===== config.mk =====
export PLATFORM = sky130hd
export DESIGN_NAME = axi_rd_arbiter
export DESIGN_NICKNAME = d
export VERILOG_FILES = /design/src/rtl/axi_rd_arbiter.sv
export SDC_FILE = /design/constraint.sdc
export NUM_CORES = 1
export LEC_CHECK = 0
export CAP_MARGIN = 5
export CORE_ASPECT_RATIO = 1.4
export CORE_MARGIN = 1.5
export CORE_UTILIZATION = 31
export DETAILED_ROUTE_END_ITERATION = 7
export PLACE_DENSITY = 0.89
export SETUP_SLACK_MARGIN = 0.5
export SKIP_CTS_REPAIR_TIMING = 1
export SYNTH_ARGS = -nofsm -noshare
export SYNTH_HDL_FRONTEND = slang
export SYNTH_SLANG_ARGS = --single-unit

===== constraint.sdc =====
create_clock -name clk -period 1.86 [get_ports clk]
set_input_delay 0.558 -clock clk [delete_from_list [all_inputs] [get_ports clk]]
set_output_delay 0.558 -clock clk [all_outputs]
set_load 0.01 [all_outputs]

===== src/rtl/axi_rd_arbiter.sv =====
// axi_rd_arbiter: shares one AXI read address/data channel pair between the
// icache and dcache read ports; a single burst is in flight at a time.
module axi_rd_arbiter #(
    parameter logic [3:0] ICACHE_ID = 4'd0,
    parameter logic [3:0] DCACHE_ID = 4'd1,
    parameter bit         FAIR      = 1'b1
) (
    input  logic        clk,
    input  logic        rst,

    input  logic        i_r_req,
    input  logic [31:0] i_r_addr,
    input  logic [2:0]  i_r_size,
    input  logic [7:0]  i_r_length,
    input  logic        i_r_data_ready,
    output logic        i_r_rdy,
    output logic        i_ret_valid,
    output logic        i_ret_last,
    output logic [31:0] i_r_data,

    input  logic        d_r_req,
    input  logic [31:0] d_r_addr,
    input  logic [2:0]  d_r_size,
    input  logic [7:0]  d_r_length,
    input  logic        d_r_data_ready,
    output logic        d_r_rdy,
    output logic        d_ret_valid,
    output logic        d_ret_last,
    output logic [31:0] d_r_data,

    output logic [3:0]  arid,
    output logic [31:0] araddr,
    output logic [7:0]  arlen,
    output logic [2:0]  arsize,
    output logic [1:0]  arburst,
    output logic        arvalid,
    input  logic        arready,

    input  logic [3:0]  rid,
    input  logic [31:0] rdata,
    input  logic        rlast,
    input  logic        rvalid,
    output logic        rready
);

    typedef enum logic [1:0] {
        IDLE,
        AR,
        R
    } state_e;

    localparam logic SEL_I = 1'b0;
    localparam logic SEL_D = 1'b1;

    state_e      state_q, state_d;
    logic        owner_q, owner_d;
    logic        last_grant_q, last_grant_d;
    logic [31:0] araddr_q, araddr_d;
    logic [7:0]  arlen_q, arlen_d;
    logic [2:0]  arsize_q, arsize_d;
    logic [3:0]  arid_q, arid_d;

    logic        grant;
    logic        ar_hs;
    logic        in_r;
    logic        own_i;
    logic        own_d;

    // Tie-break: alternate away from the last winner, or favour the dcache.
    always_comb begin
        grant = SEL_I;
        if (i_r_req && d_r_req) begin
            grant = FAIR ? ~last_grant_q : SEL_D;
        end else if (d_r_req) begin
            grant = SEL_D;
        end
    end

    always_comb begin
        state_d      = state_q;
        owner_d      = owner_q;
        last_grant_d = last_grant_q;
        araddr_d     = araddr_q;
        arlen_d      = arlen_q;
        arsize_d     = arsize_q;
        arid_d       = arid_q;
        case (state_q)
            IDLE: begin
                if (i_r_req || d_r_req) begin
                    state_d      = AR;
                    owner_d      = grant;
                    last_grant_d = grant;
                    araddr_d     = (grant == SEL_D) ? d_r_addr : i_r_addr;
                    arlen_d      = (grant == SEL_D) ? d_r_length : i_r_length;
                    arsize_d     = (grant == SEL_D) ? d_r_size : i_r_size;
                    arid_d       = (grant == SEL_D) ? DCACHE_ID : ICACHE_ID;
                end
            end
            AR: begin
                if (arready) begin
                    state_d = R;
                end
            end
            R: begin
                if (rvalid && rready && rlast) begin
                    state_d = IDLE;
                end
            end
            default: state_d = IDLE;
        endcase
    end

    always_ff @(posedge clk or posedge rst) begin
        if (rst) begin
            state_q      <= IDLE;
            owner_q      <= SEL_I;
            last_grant_q <= SEL_I;
            araddr_q     <= '0;
            arlen_q      <= '0;
            arsize_q     <= '0;
            arid_q       <= '0;
        end else begin
            state_q      <= state_d;
            owner_q      <= owner_d;
            last_grant_q <= last_grant_d;
            araddr_q     <= araddr_d;
            arlen_q      <= arlen_d;
            arsize_q     <= arsize_d;
            arid_q       <= arid_d;
        end
    end

    assign arvalid = (state_q == AR);
    assign arid    = arid_q;
    assign araddr  = araddr_q;
    assign arlen   = arlen_q;
    assign arsize  = arsize_q;
    assign arburst = 2'b01;

    assign ar_hs   = arvalid && arready;
    assign in_r    = (state_q == R);
    assign own_i   = (owner_q == SEL_I);
    assign own_d   = (owner_q == SEL_D);

    assign i_r_rdy = ar_hs && own_i;
    assign d_r_rdy = ar_hs && own_d;

    // Routing follows the owner only; rid is never used to steer beats.
    assign rready      = in_r && (own_d ? d_r_data_ready : i_r_data_ready);
    assign i_ret_valid = in_r && own_i && rvalid;
    assign i_ret_last  = in_r && own_i && rlast;
    assign d_ret_valid = in_r && own_d && rvalid;
    assign d_ret_last  = in_r && own_d && rlast;
    assign i_r_data    = rdata;
    assign d_r_data    = rdata;

`ifndef SYNTHESIS
    rid_match : assert property (
        @(posedge clk) disable iff (rst)
        (state_q == R && rvalid) |-> (rid == arid_q)
    ) else $error("rid %0h does not match arid %0h", rid, arid_q);
`endif

endmodule


After elaboration in Yosys (flattened, before gate mapping)
Index checks and enable logic that the tools add are counted.
W data, S select, Z words.
Operators by class
  bitwise operators: 1
  reduce and logical (&&, ||, !) cells: 17
  multiplexer cells: 11
  eq/ne operators: 5
Operator list (count)
  $mux W32: 1
  $logic_and A1 B1 Y1: 13
  $mux W8: 1
  $mux W2: 3
  $pmux W2 S3: 1
  $mux W1: 4
  $ne A2 B1 Y1 const B: 2
  $mux W3: 1
  $reduce_and A3 Y1: 1
  $eq A2 B1 Y1 const B: 1
  $eq A2 B2 Y1 const B: 1
  $logic_not A2 Y1: 1
  $ne A2 B2 Y1 const B: 1
  $reduce_and A2 Y1: 1
  $logic_or A1 B1 Y1: 1
  $not A1 Y1: 1
Word-level totals
  word-level logic and storage cells: 40
  register bits after elaboration: 50
  bits of input ports: 131
  output and inout bits: 121

Longest topological paths before layout
  word-level depth: 6
  depth in mapped cells: 6
  gate-level depth less buffers: 3

Worst setup path before layout
No wires, ideal clock.
  path type: in2reg
  start: input d_r_req
  end: register araddr_q[31] (netlist: araddr[31])
  slack: 0.327 ns
  arrival: 1.453 ns
  data required time: 1.780 ns
  cell stages on the path: 6
  buffers on the path: 3
  setup time: 0.080 ns
  cell sequence: or2_0 -> buf_2 -> and2_1 -> buf_6 -> buf_12 -> a31oi_4
On the way
  longest elaborated chain between the ends: 3
  elaborated cells on any way between the ends: 6
  classes of those cells: mux: 3; reduce/logical: 3
Ends and longest elaborated chain
  start: declaration: RTL line 21  | input logic d_r_req,
  $mux W1 or $logic_and A1 B1 Y1 (tied branches): RTL line 74, 72
  $mux W1: RTL line 72  | if (i_r_req && d_r_req) begin
  $mux W32: RTL line 93  | araddr_d = (grant == SEL_D) ? d_r_addr : i_r_addr;
  end signal: assignment: RTL line 126  | araddr_q <= araddr_d;
  end: declaration: RTL line 58  | logic [31:0] araddr_q, araddr_d;
Parallel ways exist; a longest one is shown, timed or not.
A chain may end at the register's enable or synchronous reset.

==> run metrics <==
status complete, but fails checks; violated checks DRC; # setup viols final 0; Post-Layout Cell Count 563; initial core utilization 32.19%; worst min-delay path class reg2reg; DRC 17; Core Util, Final 51.69%; largest net degree at the start of global routing 38; mapped cell area 2939 sq um; top post-synthesis cells by area dfrtp_1 39%, buf_4 18%, nand2_1 11%; vias in the first global route 2,737; final cell area excluding filler cells 4720 sq um; RSZ-0062 raised after global routing yes; Inserted Clock Buffers 5; worst path required time 1.30 ns; Cell Count Post-Placement 521; worst-path cell chain buf_6 > mux2i_2 > nor2_1 > buf_2; Root Driver clkbuf_16; hold depth 2; layout cells sized above 1 32.89%; Core Box Area 9131 sq um; global-route wire length before repair 14,880 um; slowest stage cell, crit path dfrtp_2; Die Span X 85.29 um; # diodes 0; total leakage power 0.002103 uW; DR vias 2,863; Final min period 1.823 ns; Initial DRT Pass Iterations 7; PwrDens 1559 nW/um^2; critical path class reg2out; maximum clock frequency 0.5485 GHz; Clk Latency, worst-skew pair 0.28 ns; GP Congestion 0.7813; HPWL after detailed placement 7699 um; final hold viol count 0; Reg clk slew, reported paths 0.06 ns; DRT iter0 DRCs 196; DRT Wirelength 11,660 um; Via density 5.085; Avg Inst Size Synth 8.670 sq um; Top Ports 252; Die Span Y 118.2 um; worst-path fanout max 7; Routed wire per std cell 20.70 um; clk buf depth 2; most common cell after layout, fill and taps aside nand2_1; cell taking the most area after synthesis dfrtp_1; Routed Antenna Nets 0; CTS tree yes; fillers 819; Layout area overhead 60.58%; CP Capture Type primary output; GRT overflow 0; yosys warns 0; GRT Overall Usage 19.16%; Setup crit start kind flip-flop; synthesized flop and latch total 46; Yosys cell types 25; initial antenna violation count 0; Fin Hold WS 0.5538 ns; most frequent cells in the layout 88 x nand2_1, 87 x clkdlybuf4s50_1, 44 x dfrtp_1; nets@finish 586; Final Max Slew Viols 0; clock sinks 46; slowest cell delay on critical path 0.41 ns; Seq/Total Area, Yosys 39.17%; max cap viols 0; Max VDD drop 0.5905 mV; row count 41; htree depth 2; R2R cell count 6; DP Area 4146 sq um; Clock Skew 0.004789 ns; arrival time worst endpoint 1.27 ns; share of Yosys cell area claimed by the top area cell type 39.17%; period utilization 98.02%; number of port buffers 146; die area 10,080 sq um; Post-Synthesis Cells 339
[logic make-up after synthesis]
kind of cell	after synthesis	share of synthesized area, %
flops	46	39.17
other cells	2	0.2555
simple gates	102	14.05
buf+inv	96	23.07
compound gates	92	23.12
mux	1	0.3406
[per-layer routing]
| metal | track usage, % | up-vias | routed length [um] |
|---|---|---|---|
| li1 | - | 1294 | - |
| met1 | 18.92 | 1331 | 3701 |
| met2 | 33.73 | 189 | 6076 |
| met3 | 8.170 | 49 | 1382 |
| met4 | 9.577 | 0 | 495 |
| met5 | 0 | - | 0 |
[power breakdown]
group	switching, uW	internal, uW	leakage [uW]
registers	309	1520	0.000513
logic	2080	2270	0.00149
clock network	376	807	0.0000971
total	2760	4600	0.00210
[cell type report]
cell class	count	area, sq um	share of cell area [%]
clock inverter	2	60.06	1.273
timing repair buffer	200	1961	41.54
clock buffer	6	138.9	2.943
multi-input combinational	200	1261	26.72
sequential	46	1154	24.44
inverter	2	11.26	0.2386
tap	107	133.9	2.837
[worst max-delay path: cells and delay by family, from the launching register on]
kind	cells	cell delay (ns)
AND/OR/NAND/NOR	1	0.07
multiplexers	1	0.22
buffers and inverters	2	0.28
flip-flops	1	0.41
[worst paths after layout]
path	slack, ns	to	from
setup reg to reg	0.38	araddr[30]$_DFFE_PP0P_	state_q[0]$_DFFE_PP0P_
setup / recovery	0.04	rready	last_grant_q$_DFFE_PP0P_
max in group asynchronous	0.80	araddr[3]$_DFFE_PP0P_	rst
hold reg to reg	0.55	arlen[2]$_DFFE_PP0P_	arlen[2]$_DFFE_PP0P_
hold / removal	0.55	arlen[2]$_DFFE_PP0P_	arlen[2]$_DFFE_PP0P_
min in group asynchronous	0.58	araddr[16]$_DFFE_PP0P_	rst
[cells in the mapped netlist]
master and count:
and2_1 1, mux2i_1 1, nor3b_1 2, buf_2 7, a21boi_2 1, nand2_1 89
o21ai_0 1, or2_0 1, buf_12 1, dfrtp_1 46, nor2_1 2, a21bo_2 1
a31oi_1 34, nor2_2 1, a31oi_4 10, buf_6 4, clkbuf_1 12, a21oi_1 44
inv_1 2, conb_1 2, nor2b_1 2, nand2b_1 1, a21o_1 1, and3_1 3
buf_4 70
[sequential cells by signal, summed over array words and instances (netlist names)]
signal / count
araddr: 32
arlen: 8
arsize: 3
state_q: 2
last_grant_q: 1
[metrics by stage]
step	setup WS (ns)	total power, uW	setup TNS, ns
CTS	-0.5118	6543	-3.635
finish	0.03684	7356	0
floorplan	0.3368	3762	0
detailed placement	-0.5078	5336	-7.019
global placement	-0.4350	5203	-5.827
global route	0.003137	7734	0
No activity file was read; power rests on OpenSTA's default activity.
